## src/rtl/sum_accumulator_pkg.sv

```systemverilog
// Shared types and constants for the sum accumulator: FSM state encoding,
// upstream adder sum width and default frame geometry.
package sum_accumulator_pkg;

    typedef enum logic [1:0] {
        ST_IDLE  = 2'd0,
        ST_ACCUM = 2'd1,
        ST_HOLD  = 2'd2
    } state_e;

    localparam int SUM_W           = 5;
    localparam int CNT_W           = 8;
    localparam int DEF_NUM_SAMPLES = 4;
    localparam int DEF_ACC_W       = 8;

endpackage

```

## src/rtl/sat_add.sv

```systemverilog
// Saturating add of a zero-extended SUM_W-bit sample onto an ACC_W-bit
// accumulator; clamps to all-ones and flags overflow when the true sum exceeds it.
module sat_add
    import sum_accumulator_pkg::*;
#(
    parameter int ACC_W = DEF_ACC_W
) (
    input  logic [ACC_W-1:0] a_i,
    input  logic [SUM_W-1:0] b_i,
    output logic [ACC_W-1:0] sum_o,
    output logic             ovf_o
);

    logic [ACC_W:0] wide;

    // One extra bit catches the carry out; ACC_W >= SUM_W so the sample always fits.
    assign wide  = {1'b0, a_i} + (ACC_W+1)'(b_i);
    assign ovf_o = wide[ACC_W];
    assign sum_o = ovf_o ? '1 : wide[ACC_W-1:0];

endmodule

```

## src/rtl/sum_accumulator.sv

```systemverilog
// Frame accumulator: sums NUM_SAMPLES upstream adder results with valid/ready
// handshakes on both sides, saturating at 2^ACC_W-1.
//   state    | meaning
//   ST_IDLE  | waiting for start, no handshakes active
//   ST_ACCUM | accepting samples into the accumulator
//   ST_HOLD  | frame result presented until downstream takes it
module sum_accumulator
    import sum_accumulator_pkg::*;
#(
    parameter int NUM_SAMPLES = DEF_NUM_SAMPLES,
    parameter int ACC_W       = DEF_ACC_W
) (
    input  logic             clk,
    input  logic             rst,
    input  logic             start,
    input  logic             clear,
    input  logic [SUM_W-1:0] sum_in,
    input  logic             sum_valid,
    output logic             sum_ready,
    output logic [ACC_W-1:0] acc_out,
    output logic             acc_valid,
    input  logic             acc_ready,
    output logic             ovf,
    output logic             busy
);

    state_e             state_q, state_d;
    logic [ACC_W-1:0]   acc_q, acc_d;
    logic [CNT_W-1:0]   cnt_q, cnt_d;
    logic               ovf_q, ovf_d;

    logic [ACC_W-1:0]   sat_sum;
    logic               sat_ovf;
    logic [CNT_W-1:0]   cnt_inc;

    sat_add #(
        .ACC_W(ACC_W)
    ) u_sat_add (
        .a_i   (acc_q),
        .b_i   (sum_in),
        .sum_o (sat_sum),
        .ovf_o (sat_ovf)
    );

    assign cnt_inc = cnt_q + CNT_W'(1);

    always_comb begin
        state_d = state_q;
        acc_d   = acc_q;
        cnt_d   = cnt_q;
        ovf_d   = ovf_q;
        if (clear) begin
            state_d = ST_IDLE;
            acc_d   = '0;
            cnt_d   = '0;
            ovf_d   = 1'b0;
        end else begin
            unique case (state_q)
                ST_IDLE: begin
                    if (start) begin
                        state_d = ST_ACCUM;
                        acc_d   = '0;
                        cnt_d   = '0;
                        ovf_d   = 1'b0;
                    end
                end
                ST_ACCUM: begin
                    if (sum_valid) begin
                        acc_d = sat_sum;
                        ovf_d = ovf_q | sat_ovf;
                        cnt_d = cnt_inc;
                        if (cnt_inc == CNT_W'(NUM_SAMPLES)) begin
                            state_d = ST_HOLD;
                        end
                    end
                end
                ST_HOLD: begin
                    // Downstream take restarts directly so frames can stream back to back.
                    if (acc_ready) begin
                        state_d = ST_ACCUM;
                        acc_d   = '0;
                        cnt_d   = '0;
                        ovf_d   = 1'b0;
                    end
                end
                default: begin
                    state_d = ST_IDLE;
                end
            endcase
        end
    end

    always_ff @(posedge clk or posedge rst) begin
        if (rst) begin
            state_q <= ST_IDLE;
            acc_q   <= '0;
            cnt_q   <= '0;
            ovf_q   <= 1'b0;
        end else begin
            state_q <= state_d;
            acc_q   <= acc_d;
            cnt_q   <= cnt_d;
            ovf_q   <= ovf_d;
        end
    end

    // Handshake outputs decode registered state only.
    assign sum_ready = (state_q == ST_ACCUM);
    assign busy      = (state_q == ST_ACCUM);
    assign acc_valid = (state_q == ST_HOLD);
    assign acc_out   = acc_q;
    assign ovf       = ovf_q;

endmodule

```

## config.mk

```make
export PLATFORM = sky130hd
export DESIGN_NAME = sum_accumulator
export DESIGN_NICKNAME = d
export VERILOG_FILES = /design/src/rtl/sum_accumulator_pkg.sv /design/src/rtl/sat_add.sv /design/src/rtl/sum_accumulator.sv
export SDC_FILE = /design/constraint.sdc
export NUM_CORES = 1
export LEC_CHECK = 0
export BUFFER_PORTS_ARGS = -buffer_cell sky130_fd_sc_hd__clkbuf_2
export CAP_MARGIN = 10
export CORE_MARGIN = 8
export CORE_UTILIZATION = 30
export DETAILED_ROUTE_END_ITERATION = 8
export GPL_TIMING_DRIVEN = 0
export SLEW_MARGIN = 20
export SYNTH_ARGS = -nofsm -noshare
export SYNTH_HDL_FRONTEND = slang
export SYNTH_SLANG_ARGS = --single-unit
```

## constraint.sdc

```tcl
create_clock -name clk -period 3.6 [get_ports clk]
set_input_delay 0.54 -clock clk [delete_from_list [all_inputs] [get_ports clk]]
set_output_delay 0.54 -clock clk [all_outputs]
set_load 0.005 [all_outputs]
```

# After elaboration in Yosys (flattened, before gate mapping)

Cells that the tools add are included.

Register bits after elaboration: 19
Bits of input ports: 11
Memories kept: 0
Bits in latches: 0
Bits in read-only memories: 0
RAM bits: 0
Logic and storage cells: 38
Output and inout bits: 12

Mux-type cells: 20
Shifts and indexed selects: 0
Add/sub/neg operators: 2
Bitwise logic cells: 1
Multipliers: 0
Reductions and logical operators: 4
$lt $le $gt $ge: 0
Divide/modulo/power cells: 0
Equal/unequal tests: 7

Operators with widths:

| kind                                                                    | number |
|---|---|
| 8-bit two-way mux                                                       | 7 |
| 8-bit case mux with 3 select lines                                      | 2 |
| 2-bit two-way mux                                                       | 5 |
| 8-bit by 5-bit adder with 9-bit output                                  | 1 |
| 8-bit by 1-bit adder with 8-bit output, second input constant           | 1 |
| 8-bit by 3-bit == test with 1-bit output, second input constant         | 1 |
| 4-bit AND reduction                                                     | 2 |
| 3-bit by 2-bit inequality test with 1-bit output, second input constant | 2 |
| 3-bit inequality test, second input constant                            | 2 |
| 2-bit case mux with 3 select lines                                      | 1 |
| 1-bit two-way mux                                                       | 4 |
| 4-bit nonzero test                                                      | 1 |
| 1-bit case mux with 3 select lines                                      | 1 |
| 2-bit by 1-bit == test with 1-bit output, second input constant         | 1 |
| 2-bit == test, second input constant                                    | 1 |
| 2-bit logical NOT                                                       | 1 |
| 1-bit bitwise OR                                                        | 1 |

# Depth between registers and ports, before layout

Gate-level depths: netlist of run 1.

Depth after elaboration: 6
Mapped depth: 7
Gate-level depth less buffers: 7

# Modules after synthesis

From an unflattened synthesis of run 1, not the netlist that was laid out.

Cells, all modules: 143
Area, all modules: 1239.9 um^2

By module, submodules not included:

| module          | seq. area each (um^2) | cells an instance | instances | area each (um^2) |
|---|---|---|---|---|
| sum_accumulator | 475.5                 | 103               | 1         | 950.9 |
| sat_add         | 0.0                   | 40                | 1         | 289.0 |

# Worst setup path after synthesis of run 1

No wires, ideal clock.

Kind: input port to flip-flop
Start point: in sum_in[0]
End point: reg acc_q[7] (netlist: acc_out[7])
Library setup time: 130 ps
Path slack: 1518 ps
Required time: 3470 ps
Path buffers: 0
Arrival time: 1952 ps
Stages on the path: 6
Cells stage by stage: ha_1 -> fa_1 -> a211oi_1 -> nor2_1 -> o41ai_1 -> a21oi_1

Cells in the longest elaborated chain, start to end: 5

RTL lines:

| item                                   | line                   | RTL |
|---|---|---|
| start, declared                        | sum_accumulator.sv:17  | `input logic [SUM_W-1:0] sum_in,` |
| 8-bit by 5-bit adder with 9-bit output | sat_add.sv:17          | `assign wide = {1'b0, a_i} + (ACC_W+1)'(b_i);` |
| 8-bit two-way mux                      | sat_add.sv:19          | `assign sum_o = ovf_o ? '1 : wide[ACC_W-1:0];` |
| 8-bit two-way mux                      | sum_accumulator.sv:68  | `if (sum_valid) begin` |
| 8-bit case mux with 3 select lines     | sum_accumulator.sv:58  | `unique case (state_q)` |
| 8-bit two-way mux                      | sum_accumulator.sv:52  | `if (clear) begin` |
| end signal, assigned                   | sum_accumulator.sv:96  | `acc_q <= '0;` |
| end signal, assigned                   | sum_accumulator.sv:101 | `acc_q <= acc_d;` |
| end, declared                          | sum_accumulator.sv:28  | `logic [ACC_W-1:0] acc_q, acc_d;` |

Every way passes these cells. The select of a mux whose other input is x is not followed.
A chain may end at the register's enable or synchronous reset.

# Worst setup path after layout of run 1

Start point: reg acc_q[0] (netlist: acc_out[0])
End point: reg ovf_q (netlist: ovf)

Cells in the longest elaborated chain, start to end: 5

RTL lines:

| item                                   | line                   | RTL |
|---|---|---|
| 8-bit by 5-bit adder with 9-bit output | sat_add.sv:17          |  |
| 1-bit bitwise OR                       | sum_accumulator.sv:70  | `ovf_d = ovf_q \| sat_ovf;` |
| 1-bit two-way mux                      | sum_accumulator.sv:68  |  |
| 1-bit case mux with 3 select lines     | sum_accumulator.sv:58  |  |
| 1-bit two-way mux                      | sum_accumulator.sv:52  |  |
| end signal, assigned                   | sum_accumulator.sv:103 | `ovf_q <= ovf_d;` |
| end, declared                          | sum_accumulator.sv:30  | `logic ovf_q, ovf_d;` |

Every way passes these cells. The select of a mux whose other input is x is not followed.

==> run_results.csv, run 1 <==
group,metric,value,unit
cells_and_area,mostFrequentLayoutCells,"clkbuf_2 (22), nor2_1 (19), dfrtp_1 (19)",
setup_path,cp_max_fo,6,
clock_network,cts_sinks,19,
clock_network,cts_resized,0,
setup_path,cp-start-kind,"register",
route,drc,0,
yosys,async_reset_ff_share,100,%
worst_hold_path,min_path_type,"primary input to asynchronous set/reset pin",
yosys,synthSimpleGateAreaFrac,20.8,%
floorplan,coreArea,3970,µm²
timing,finalClockSkew,0.00270,ns
yosys,ys.flop_type,"dfrtp_1",
yosys,synth_area,1230,µm²
pwr,comb_power_share,18.1,%
global_route,antenna_found_initial,0,
yosys,postSynthCellCount,132,
cells_and_area,area_growth,17.8,%
timing,slew_headroom,49.3,%
cells_and_area,fin_cells,208,
yosys,ys_seq_area_share,38.7,%
setup_path,path_class,"register to register",
timing,fin_crit_sh,60.2,%
yosys,synth_xor_area_share,2.85,%
global_route,grt_max_degree,20,
pwr,p_int,0.000330,W
global_route,grt_pass1_wl,4870,µm
setup_path,critPathArrivalTime,2.30,ns
placed_design,hpwl,2170,µm
clock_network,cts_max_level,1,
clock_network,hold_buffers,0,
yosys,synth_edf_count,0,
job,cap_violations,0,
timing,final_hold_viol_count,0,
global_route,grt-ovfl-total,0,
global_route,track_usage,9.31,%
route,ant_nets,0,
setup_path,endpoint_kind,"register",
yosys,synth_cell_types,44,
pwr,p_sw,0.000126,W
pwr,sequentialPowerShare,49.3,%
floorplan,die-area,6400,µm²
yosys,synthAdderAreaFrac,8.75,%
clock_network,clk_pin_slew_worst_paths,0.07,ns
cells_and_area,num-nets-final,178,
global_route,grt_pass1_vias,1064,
yosys,postSynthAreaPerCell,9.32,µm²
timing,max_clock_freq,0.461,GHz
pwr,power.total,0.000456,W
route,drtIter0Drc,50,
yosys,synth_fp_nets,151,
placed_design,gp_routability_congestion,0.742,
cells_and_area,drive_gt1_share,22.8,%
clock_network,cts_made_buffers,3,
yosys,synthMuxAreaShare,2.03,%
clock_network,cts_buffer_depth,2,
route,dr.pass1.iters,4,
setup_path,crit_required,3.73,ns
floorplan,die_h,80.0,µm
route,wirelength,2820,µm
yosys,ys_warn_count,0,
cells_and_area,final_common_cell,"clkbuf_2",
floorplan,row_count,23,
setup_path,ff2ff_path_depth,7,
floorplan,initial_utilization,31.0,%
yosys,synth_top_family_by_area,"compound AO/OA/AOI/OAI gates",
yosys,synth_compound_area_share,24.2,%
clock_network,cts_tree,"done",
timing,drv_slew,0,
placed_design,numPortBuffers,22,
cells_and_area,utilization,36.5,%
route,vias,1088,
timing,setup_violations,0,
placed_design,place_inst,204,
route,vias_per_cell,5.23,
placed_design,place_area,1400,µm²
pwr,power.density,315,nW/µm²
clock_network,clk-insertion-delay-late,0.25,ns
pwr,leakage,0.667,nW
timing,grt_setup_unrepaired,"false",
floorplan,die_w,80.0,µm
yosys,synth.ff_latch_count,19,
pwr,p_sw_share,27.7,%
clock_network,post-cts-setup-buffers,0,
timing,tns,0,ns
cells_and_area,n_antenna_cell,0,
clock_network,cts_root_buffer,"clkbuf_8",
timing,min_period,2.17,ns
cells_and_area,post-route-cell-area,1450,µm²
pwr,peakVddDrop,0.125,mV
route,wl_per_cell,13.5,µm
pwr,clockPowerShare,32.6,%
outcome,outcome,"complete, no violations",
timing,tightest_slew,0.760,ns
floorplan,ios,23,
==> path summary, 6_finish.rpt <==
| path | from | slack (ns) | endpoint |
|---|---|---|---|
| max | acc_out[0] | 1.43 | ovf |
| min | rst | 0.39 | cnt_q[0] |
| max reg2reg | acc_out[0] | 1.43 | ovf |
| min reg2reg | acc_out[2] | 0.53 | acc_out[2] |
| max in group asynchronous | rst | 2.73 | acc_out[6] |
| min in group clk | acc_out[2] | 0.53 | acc_out[2] |
==> layer usage <==
layer	vias to the layer above	GRT usage [%]	wire length, µm
met3	3	2.93	178
met2	22	16.7	1400
met5	-	0	0
met1	524	10.6	1230
met4	0	1.64	8
li1	539	-	-
==> critical path, cell delays in order (launching register included) <==
cell and delay, ns:
dfrtp_1 0.40, ha_1 0.21, fa_1 0.42, a211oi_1 0.36, o21bai_1 0.20, nor2b_1 0.23
a21oi_1 0.16, a21oi_1 0.05
==> metrics by stage <==
stage / hold slack [ns] / setup WS [ns]
final: 0.392 / 1.43
after global routing: 0.425 / 1.29
after CTS: 0.417 / 1.43
after detailed placement: 0.511 / 1.21
after global placement: 0.503 / 1.25
after floorplan: 0.491 / 1.52
==> power by group through the flow <==
stage / registers (W) / clock network (W) / logic [W]
2_1_floorplan: 0.000229 / 0 / 0.0000566
3_3_place_gp: 0.000229 / 0 / 0.0000812
3_5_place_dp: 0.000229 / 0 / 0.0000831
4_1_cts: 0.000225 / 0.000157 / 0.0000837
5_1_grt: 0.000226 / 0.000170 / 0.0000929
6_report: 0.000225 / 0.000149 / 0.0000827
==> registers in the layout, indices dropped and copies added (netlist names) <==
signal   flops
acc_out      8
ovf          1
state_q      2
cnt_q        8
==> cells by family after synthesis <==
logic type / Yosys count
and+or+nand+nor: 52
AOI/OAI and AO/OA: 42
DFF: 19
adders and majority gates: 8
buffers and inverters: 5
xor gates and xnor gates: 4
muxes: 2
==> cells in the mapped netlist, types with 2 or more instances <==
cell type  number  share of area (%)
buf_4           2                1.2
xnor2_1         2                1.4
and3_1          2                1.0
dfrtp_1        19                 39
ha_1            7                7.1
xor2_1          2                1.4
a211o_1         2                1.4
nand2_1        12                3.7
a21oi_1         9                3.7
o31ai_1         2                1.2
nand2b_1        4                2.0
o21ai_1        12                4.9
nand3_1         4                1.6
nor2_1         19                5.8
nor2b_1         2                1.0
o21ai_0         4                1.6
==> cell type report <==
type                            count  area (µm²)
Buffer                              3        26.3
Clock buffer                        3        41.3
Clock inverter                      1        5.00
Fill cell                         398        2520
Inverter                            2        7.51
Multi-Input combinational cell    108         721
Sequential cell                    19         475
Tap cell                           50        62.6
Timing Repair Buffer               22         110
Note: power is estimated with default switching activity, not from simulation.
==> inputs of run 2 (changes only) <==
==> constraint.sdc (replaced) <==
create_clock -name clk -period 1.9 [get_ports clk]
set_input_delay 0.285 -clock clk [delete_from_list [all_inputs] [get_ports clk]]
set_output_delay 0.285 -clock clk [all_outputs]
set_load 0.005 [all_outputs]
==> run 2 against run 1 <==
Effect of this change:
- critical path depth unchanged
- first-iteration DRC count decreased by 6.0%
- core utilization increased by 1.8 points
- global-route usage decreased by 0.17 points
- final area increased by 5.0%
- via count increased by 0.46%
- wire length increased by 2.5%
- sequential share of layout area decreased by 1.6 points
- combinational power increased by 110%
- critical endpoint unchanged
==> run_results.csv, run 2 (same netlist as run 1, synthesis figures left out) <==
group,metric,value,unit
outcome,outcome,"complete, no violations",
timing,fin_ws,0.0666,ns
setup_path,cp-startpoint,"acc_out[0]",
route,wl_per_cell,13.7,µm
setup_path,cp_max_fo,6,
cells_and_area,final_common_cell,"clkbuf_2",
cells_and_area,num-nets-final,180,
job,cap_violations,0,
setup_path,path_class,"register to register",
cells_and_area,num-fill-cells,394,
cells_and_area,mostFrequentLayoutCells,"clkbuf_2 (22), dfrtp_1 (19), nor2_1 (17)",
timing,fin_crit_sh,96.5,%
global_route,antenna_found_initial,0,
floorplan,die-area,6400,µm²
setup_path,worst_r2r_startpoint,"acc_out[0]",
pwr,power.total,0.000885,W
floorplan,initial_utilization,31.0,%
setup_path,worst-r2r-setup-slack,0.07,ns
route,vias_per_cell,5.20,
global_route,track_usage,9.14,%
setup_path,crit_required,2.04,ns
cells_and_area,drive_gt1_share,30.6,%
setup_path,critPathArrivalTime,1.97,ns
clock_network,cts_tree,"done",
timing,finalClockSkew,0.00427,ns
placed_design,hpwl,2140,µm
floorplan,die_h,80.0,µm
setup_path,r2r_end,"ovf",
floorplan,coreArea,3970,µm²
timing,hold_ws,0.126,ns
pwr,power.density,581,nW/µm²
cells_and_area,n_antenna_cell,0,
global_route,grt_max_degree,20,
pwr,peakVddDrop,0.206,mV
floorplan,row_count,23,
clock_network,cts_buffer_depth,2,
route,wirelength,2890,µm
pwr,leakage,0.682,nW
placed_design,gp_routability_congestion,0.833,
route,dr.pass1.iters,4,
clock_network,cts_made_buffers,3,
placed_design,place_ws,-0.149,ns
timing,max_clock_freq,0.545,GHz
timing,tns,0,ns
timing,min_period,1.83,ns
clock_network,cts_sinks,19,
timing,final_hold_viol_count,0,
timing,grt_setup_unrepaired,"true",
global_route,grt_pass1_vias,1048,
placed_design,numPortBuffers,22,
cells_and_area,area_growth,23.7,%
timing,drv_slew,0,
timing,tightest_slew,0.746,ns
route,vias,1093,
clock_network,cts_max_level,1,
clock_network,clk-insertion-delay-late,0.26,ns
route,ant_nets,0,
timing,setup_violations,0,
route,drtIter0Drc,47,
setup_path,endpoint_kind,"register",
timing,slew_headroom,50.2,%
global_route,grt_pass1_wl,4720,µm
clock_network,cts_root_buffer,"clkbuf_8",
route,drc,0,
worst_hold_path,min_path_type,"primary input to asynchronous set/reset pin",
global_route,grt-ovfl-total,0,
setup_path,ff2ff_path_depth,7,
floorplan,die_w,80.0,µm
setup_path,cp-start-kind,"register",
clock_network,clk_pin_slew_worst_paths,0.07,ns
floorplan,ios,23,
## run 2: cell types whose count changed in the layout (fill, tap and decap cells not counted), moves of 2 or more
cell / change
nor2_2: +2
a21oi_2: +3
nor2_1: -2
buf_4: +2
a21oi_1: -3
## run 2: worst max path at each step
stage | endpoint | slack, ns
after floorplan | acc_out[7] | 0.01
after global placement | ovf | -0.15
after detailed placement | ovf | -0.15
after CTS | ovf | 0.01
after global routing | ovf | -0.02
final | ovf | 0.07
## run 2: worst max-delay path: stages, from the launching register on
cell	delay [ns]
dfrtp_1	0.38
ha_2	0.20
fa_2	0.37
a211oi_4	0.29
o21bai_2	0.12
nor2b_4	0.17
a21oi_2	0.14
a21oi_2	0.04
## run 2: repair_timing
action                     in CTS  in global routing
buffers inserted                2                  0
setup endpoints to repair       8                  8
gates resized for setup         8                  5
hold buffers                    0                  0
pin swaps                       3                  5
hold endpoints to repair        0                  0
## run 2: per-layer routing
layer	global-route usage, %	share of wire [%]	routed length, µm	vias to the layer above
li1	-	-	-	539
met1	9.78	41	1180	527
met2	16.4	53	1520	22
met3	1.91	4.8	140	5
met4	4.73	1.5	42	0
met5	0	0	0	-
## run 2: power breakdown
group	internal (W)	total [W]	switching (W)	leakage, nW
registers	0.000415	0.000426	0.0000114	0.262
logic	0.0000738	0.000173	0.0000996	0.397
clock network	0.000149	0.000285	0.000135	0.0228
## run 2: cell type report
class	instances	area, µm²	share of cell area [%]
flip-flops and latches	19	475	31.2
plain buffers	3	26.3	1.73
clock buffers	4	45.0	2.96
inverters	2	7.51	0.493
repair buffers	24	125	8.22
multi-input cells	108	779	51.2
well taps	50	62.6	4.11
## run 2: through the flow
stage                     utilization (%)  instances  area (µm²)
after global routing                 38.3        210        1520
after detailed placement             35.4        204        1410
after floorplan                         -        132        1230
after CTS                            37.8        210        1500
after global placement               35.4        204        1410
final                                38.3        210        1520
